--- src/rtl/fp_mult_result_monitor.sv ---
// fp_mult_result_monitor: checks the FP multiplier's registered result
// against the function-model result. Operands are delayed until they line up
// with z/z_ref. The block keeps saturating statistics and logs mismatching
// transactions into a small FIFO that is drained over a valid/ready port.
module fp_mult_result_monitor #(
    parameter int LAT    = 2,
    parameter int DEPTH  = 8,
    parameter int CNT_W  = 16,
    parameter int NAN_EQ = 1
) (
    input  logic                     clk,
    input  logic                     rst,
    input  logic                     clear,
    input  logic                     in_valid,
    input  logic [31:0]              a,
    input  logic [31:0]              b,
    input  logic [31:0]              z,
    input  logic [31:0]              z_ref,
    input  logic [7:0]               status,
    output logic                     log_valid,
    input  logic                     log_ready,
    output logic [31:0]              log_a,
    output logic [31:0]              log_b,
    output logic [31:0]              log_z,
    output logic [31:0]              log_zref,
    output logic [7:0]               log_status,
    output logic [$clog2(DEPTH):0]   log_count,
    output logic                     log_overflow,
    output logic [CNT_W-1:0]         total_cnt,
    output logic [CNT_W-1:0]         err_cnt,
    output logic [CNT_W-1:0]         nan_cnt,
    output logic [CNT_W-1:0]         inexact_cnt,
    output logic                     pass
);
    localparam int AW = $clog2(DEPTH);
    localparam logic [AW:0] FULL_CNT = (AW+1)'(DEPTH);

    typedef struct packed {
        logic [31:0] a;
        logic [31:0] b;
        logic [31:0] z;
        logic [31:0] zref;
        logic [7:0]  status;
    } log_t;

    // ---------------- operand delay line ----------------
    logic [LAT:1]       vld_pipe;
    logic [LAT:1][31:0] a_pipe;
    logic [LAT:1][31:0] b_pipe;

    // Shift {in_valid, a, b} LAT stages so they meet z/z_ref
    always_ff @(posedge clk or negedge rst) begin
        if (!rst) begin
            vld_pipe <= '0;
            a_pipe   <= '0;
            b_pipe   <= '0;
        end else if (clear) begin
            vld_pipe <= '0;
            a_pipe   <= '0;
            b_pipe   <= '0;
        end else begin
            vld_pipe[1] <= in_valid;
            a_pipe[1]   <= a;
            b_pipe[1]   <= b;
            for (int i = LAT; i > 1; i--) begin
                vld_pipe[i] <= vld_pipe[i-1];
                a_pipe[i]   <= a_pipe[i-1];
                b_pipe[i]   <= b_pipe[i-1];
            end
        end
    end

    // ---------------- compare stage ----------------
    function automatic logic is_nan(input logic [31:0] v);
        return (&v[30:23]) && (|v[22:0]);
    endfunction

    function automatic logic [CNT_W-1:0] sat_inc(input logic [CNT_W-1:0] c);
        return (&c) ? c : c + CNT_W'(1);
    endfunction

    logic cmp_valid, match, mismatch;
    log_t new_ent;

    // Result equality; NaN payloads are ignored when NAN_EQ is set (Inf is not NaN)
    always_comb begin
        cmp_valid      = vld_pipe[LAT];
        match          = (z == z_ref) || ((NAN_EQ != 0) && is_nan(z) && is_nan(z_ref));
        mismatch       = cmp_valid && !match;
        new_ent.a      = a_pipe[LAT];
        new_ent.b      = b_pipe[LAT];
        new_ent.z      = z;
        new_ent.zref   = z_ref;
        new_ent.status = status;
    end

    // ---------------- statistics ----------------
    // Saturating counters, updated the cycle after the compare stage
    always_ff @(posedge clk or negedge rst) begin
        if (!rst) begin
            total_cnt   <= '0;
            err_cnt     <= '0;
            nan_cnt     <= '0;
            inexact_cnt <= '0;
        end else if (clear) begin
            total_cnt   <= '0;
            err_cnt     <= '0;
            nan_cnt     <= '0;
            inexact_cnt <= '0;
        end else if (cmp_valid) begin
            total_cnt <= sat_inc(total_cnt);
            if (status[2]) nan_cnt     <= sat_inc(nan_cnt);
            if (status[5]) inexact_cnt <= sat_inc(inexact_cnt);
            if (!match)    err_cnt     <= sat_inc(err_cnt);
        end
    end

    assign pass = (err_cnt == '0);

    // ---------------- mismatch log FIFO ----------------
    log_t          mem [DEPTH];
    logic [AW-1:0] wr_ptr, rd_ptr;
    logic [AW:0]   cnt;
    logic          full, pop, push, drop;

    // When full, a same-cycle pop frees the head slot, which is also the
    // write slot, so the new entry becomes the tail after rd_ptr advances.
    always_comb begin
        full = (cnt == FULL_CNT);
        pop  = log_valid && log_ready;
        push = mismatch && (!full || pop);
        drop = mismatch && full && !pop;
    end

    // Storage, pointers, occupancy and sticky overflow
    always_ff @(posedge clk or negedge rst) begin
        if (!rst) begin
            for (int i = 0; i < DEPTH; i++) mem[i] <= '0;
            wr_ptr       <= '0;
            rd_ptr       <= '0;
            cnt          <= '0;
            log_overflow <= 1'b0;
        end else if (clear) begin
            for (int i = 0; i < DEPTH; i++) mem[i] <= '0;
            wr_ptr       <= '0;
            rd_ptr       <= '0;
            cnt          <= '0;
            log_overflow <= 1'b0;
        end else begin
            if (push) begin
                mem[wr_ptr] <= new_ent;
                wr_ptr      <= wr_ptr + AW'(1);
            end
            if (pop) rd_ptr <= rd_ptr + AW'(1);
            unique case ({push, pop})
                2'b10:   cnt <= cnt + (AW+1)'(1);
                2'b01:   cnt <= cnt - (AW+1)'(1);
                default: cnt <= cnt;
            endcase
            if (drop) log_overflow <= 1'b1;
        end
    end

    // Head entry straight from storage; data is zero after reset/clear
    always_comb begin
        log_valid  = (cnt != '0);
        log_count  = cnt;
        log_a      = mem[rd_ptr].a;
        log_b      = mem[rd_ptr].b;
        log_z      = mem[rd_ptr].z;
        log_zref   = mem[rd_ptr].zref;
        log_status = mem[rd_ptr].status;
    end

endmodule
--- config.mk ---
export PLATFORM = sky130hd
export DESIGN_NAME = fp_mult_result_monitor
export DESIGN_NICKNAME = d
export VERILOG_FILES = /design/src/rtl/fp_mult_result_monitor.sv
export SDC_FILE = /design/constraint.sdc
export NUM_CORES = 2
export LEC_CHECK = 0
export CAP_MARGIN = 10
export CORE_MARGIN = 10
export CORE_UTILIZATION = 43
export DETAILED_ROUTE_END_ITERATION = 10
export PLACE_DENSITY = 0.7
export SYNTH_ARGS = -nofsm -noshare
export SYNTH_HDL_FRONTEND = slang
export SYNTH_SLANG_ARGS = --single-unit
--- constraint.sdc ---
create_clock -name clk -period 4.86 [get_ports clk]
set_input_delay 0.972 -clock clk [delete_from_list [all_inputs] [get_ports clk]]
set_output_delay 0.972 -clock clk [all_outputs]
set_load 0.03 [all_outputs]
==> run_results.csv <==
group,metric,value,unit
sta,finalHoldViolCount,0,
setup_path,worst-endpoint-required,3.89,ns
grt,antenna_found_initial,8,
sta,finClkSkew,0.0362,ns
logic_synthesis,post_synth_instance_area,0.0636,sq mm
pwr,clkPwrFrac,0.436,
grt,grt_first_pass_wirelength,328000,microns
logic_synthesis,syn_area_per_cell,9.98,sq um
finish,layout-drive-gt1-share,0.141,
finish,finish.net_count,6391,
sta,final_number_of_max_transition_violations,0,
pwr,vdd_drop_max,0.309,mV
grt,globalRoute.totalOverflow,0,
detailed_routing,via_per_inst,6.45,
logic_synthesis,synth_cells,6373,
clock_tree,cts-resized-gates,0,
sta,rsz0062_at_grt,"no",
min_path,min_path_type,"in -> async",
placed_design,place_ws,-0.396,ns
setup_path,timing.critical_path.to_type,"primary output",
die,initial_standard_cell_utilization_of_the_core,0.432,
die,die_x,405,microns
grt,first_global_vias,53100,
clock_tree,cts_bufs_inserted,144,
logic_synthesis,yosysTopAreaCell,"sky130_fd_sc_hd__dfrtp_1",
logic_synthesis,yosys_warnings,0,
detailed_routing,drt.antenna.violating_nets,0,
detailed_routing,drcViolationCount,0,
placed_design,gpl.final_weighted_congestion,0.826,
placed_design,place.port_buffers,347,
clock_tree,cts-htree-levels,4,
finish,finish.utilization,0.499,
finish,fillerInstances,13000,
clock_tree,cts.reportedPaths.clkPinSlew,0.06,ns
pwr,internal_power,18300,uW
logic_synthesis,number_of_synthesized_register_bits,1293,
sta,timing.final.crit_share,0.965,
die,fp.coreArea,0.147,sq mm
detailed_routing,wire_length_reported_by_the_detailed_router,213000,microns
outcome,result_of_the_run,"complete, no violations",
sta,setup_viol,0,
detailed_routing,routed-via-count,53500,
die,io-pin-count,348,
clock_tree,number_of_buffers_inserted_to_repair_setup_after_cts,0,
sta,tns,0,ns
logic_synthesis,synth_largest_type_area_fraction,0.509,
clock_tree,post_cts_hold_buffer_count,0,
clock_tree,clock_tree_from_tritoncts,"yes",
grt,groute.usage.overall,0.253,
logic_synthesis,postSynthNetCount,6524,
job,timing.max_cap.violations,0,
clock_tree,cts-root-buf,"sky130_fd_sc_hd__clkbuf_16",
logic_synthesis,synth.yosys.seq_area_share,0.509,
clock_tree,tritoncts_num_sinks,1293,
pwr,power.density,343,mW/mm^2
pwr,total_leakage_power,0.0285,uW
sta,final.min_clock_period,4.69,ns
finish,syn_to_final_growth,15.7,%
logic_synthesis,netlist_top_cells_area,"sky130_fd_sc_hd__dfrtp_1 (51%), sky130_fd_sc_hd__mux4_2 (9.6%), sky130_fd_sc_hd__nand3_1 (8.8%)",
die,die_area,0.164,sq mm
sta,timing_worst_slew_pin_value,1.11,ns
detailed_routing,drt-pass1-iter-count,7,
grt,pin_count_of_the_biggest_net_entering_global_routing,211,
placed_design,dp_hpwl,115000,microns
detailed_routing,detailedRoute.firstIterationViolations,7250,
pwr,totalPowerFinal,25200,uW
finish,fin_cells,8288,
finish,layout.cells.most_common,"sky130_fd_sc_hd__dfrtp_1",
pwr,switching_share,0.274,
setup_path,crit_fanout,23,
setup_path,start_kind,"flop",
sta,worst_slew_margin_rel,0.251,
sta,final_critical_path_setup_slack,0.168,ns
setup_path,setup.worst_path.class,"reg -> out",
placed_design,dpl.cell_count,8024,
pwr,p_comb_frac,0.127,
pwr,p_switching,6900,uW
logic_synthesis,synth_cell_types,52,
clock_tree,clkLatencyLatePin,0.80,ns
pwr,power.sequential.fraction,0.437,
finish,most-common-layout-cells,"sky130_fd_sc_hd__dfrtp_1 (1,290), sky130_fd_sc_hd__nand3_1 (1,111), sky130_fd_sc_hd__a21oi_1 (1,107), sky130_fd_sc_hd__o21ai_0 (1,099), sky130_fd_sc_hd__clkdlybuf4s50_1 (345)",
die,die_h,405,microns
clock_tree,clock_tree.buffer_depth,3,
die,placementRows,141,
detailed_routing,routed_wire_length_per_instance,25.7,microns
setup_path,data_arrival_critical_path,3.72,ns
setup_path,r2r_cells,8,
sta,timing.fmax,0.213,GHz
metrics by stage:
step                hold slack [ns]  cell area, sq um
detailed placement            0.446             68800
finish                        0.189             73500
global route                  0.212             73500
CTS                           0.175             73500
global placement              0.443             68800
floorplan                     0.439             63600
power groups by stage:
stage	clock, uW	combinational, uW	sequential [uW]
2_1_floorplan	0	1810	11100
3_3_place_gp	0	3160	11200
3_5_place_dp	0	3170	11200
4_1_cts	11100	3180	11000
5_1_grt	11600	3360	11000
6_report	11000	3190	11000
flip-flops by register name, indices dropped and copies added, names as in the netlist, 2 cells and up:
| register | flops |
|---|---|
| mem | 1088 |
| a_pipe | 64 |
| b_pipe | 64 |
| err_cnt | 16 |
| inexact_cnt | 16 |
| nan_cnt | 16 |
| total_cnt | 16 |
| log_count | 4 |
| rd_ptr | 3 |
| wr_ptr | 3 |
| vld_pipe | 2 |
Yosys cell counts (all sizes together):
cell type  count
o211ai         2
clkbuf       501
a311o          1
nor3b          1
or4            5
a31oi          1
a21o           1
xor2          54
o22a           1
dfrtp       1293
nand3       1114
nand3b         2
nand2b         5
nand2         30
nor4          27
and3b          1
nor2b        141
o21ai       1101
o31ai          5
nor2          71
a21oi       1107
o31a           1
mux2i          7
or3           11
and3          10
ha             9
nor4b          3
mux4         272
nor3          18
buf          350
inv           12
mux2         148
o2111ai        1
and4          10
a311oi         1
xnor2         19
o41ai          2
nand4         23
and2           8
fa             1
nand4b         2
o22ai          1
worst max-delay path: stages, from the launching register on:
cell                              delay [ns]
sky130_fd_sc_hd__dfrtp_4                0.75
sky130_fd_sc_hd__buf_12                 0.34
sky130_fd_sc_hd__buf_4                  0.31
sky130_fd_sc_hd__mux4_2                 0.53
sky130_fd_sc_hd__mux2_2                 0.33
sky130_fd_sc_hd__clkdlybuf4s50_1        0.61
routing by layer:
| layer | share of wire | wire length [microns] | up-vias | track usage |
|---|---|---|---|---|
| li1 | - | - | 22800 | - |
| met1 | 0.38 | 81700 | 27000 | 0.338 |
| met2 | 0.47 | 101000 | 3057 | 0.398 |
| met3 | 0.10 | 22200 | 541 | 0.0553 |
| met4 | 0.041 | 8760 | 4 | 0.107 |
| met5 | 0.00013 | 27 | - | 0 |
path summary, 6_finish.rpt:
kind / slack [ns] / startpoint / endpoint
min in group clk: 0.45 / a_pipe[20] / a_pipe[52]
min reg2reg: 0.45 / a_pipe[20] / a_pipe[52]
min: 0.19 / rst / mem[265]
max: 0.17 / rd_ptr[0] / log_b[22]
max reg2reg: 1.31 / vld_pipe[2] / mem[102]
max in group asynchronous: 3.45 / rst / mem[320]
cells by family after synthesis:
logic type / count (synthesis) / synth area share
AO/OA/AOI/OAI: 2225 / 0.176
AND/OR/NAND/NOR: 1482 / 0.121
flip-flops: 1293 / 0.509
buffers and inverters: 863 / 0.0579
multiplexers: 427 / 0.124
XOR/XNOR: 73 / 0.0101
adder cells (fa/ha/maj): 10 / 0.00209
layout make-up:
| cell class | count | area, sq um | area share |
|---|---|---|---|
| clock buffer | 216 | 4260 | 0.0579 |
| clock inverter | 44 | 485 | 0.00660 |
| inverter | 12 | 45.0 | 0.000612 |
| multi-input combinational | 4217 | 27600 | 0.376 |
| sequential | 1293 | 32400 | 0.440 |
| antenna | 4 | 10.0 | 0.000136 |
| tap | 1930 | 2410 | 0.0328 |
| timing repair buffer | 572 | 6320 | 0.0860 |
No activity file was read; power rests on OpenSTA's default activity.
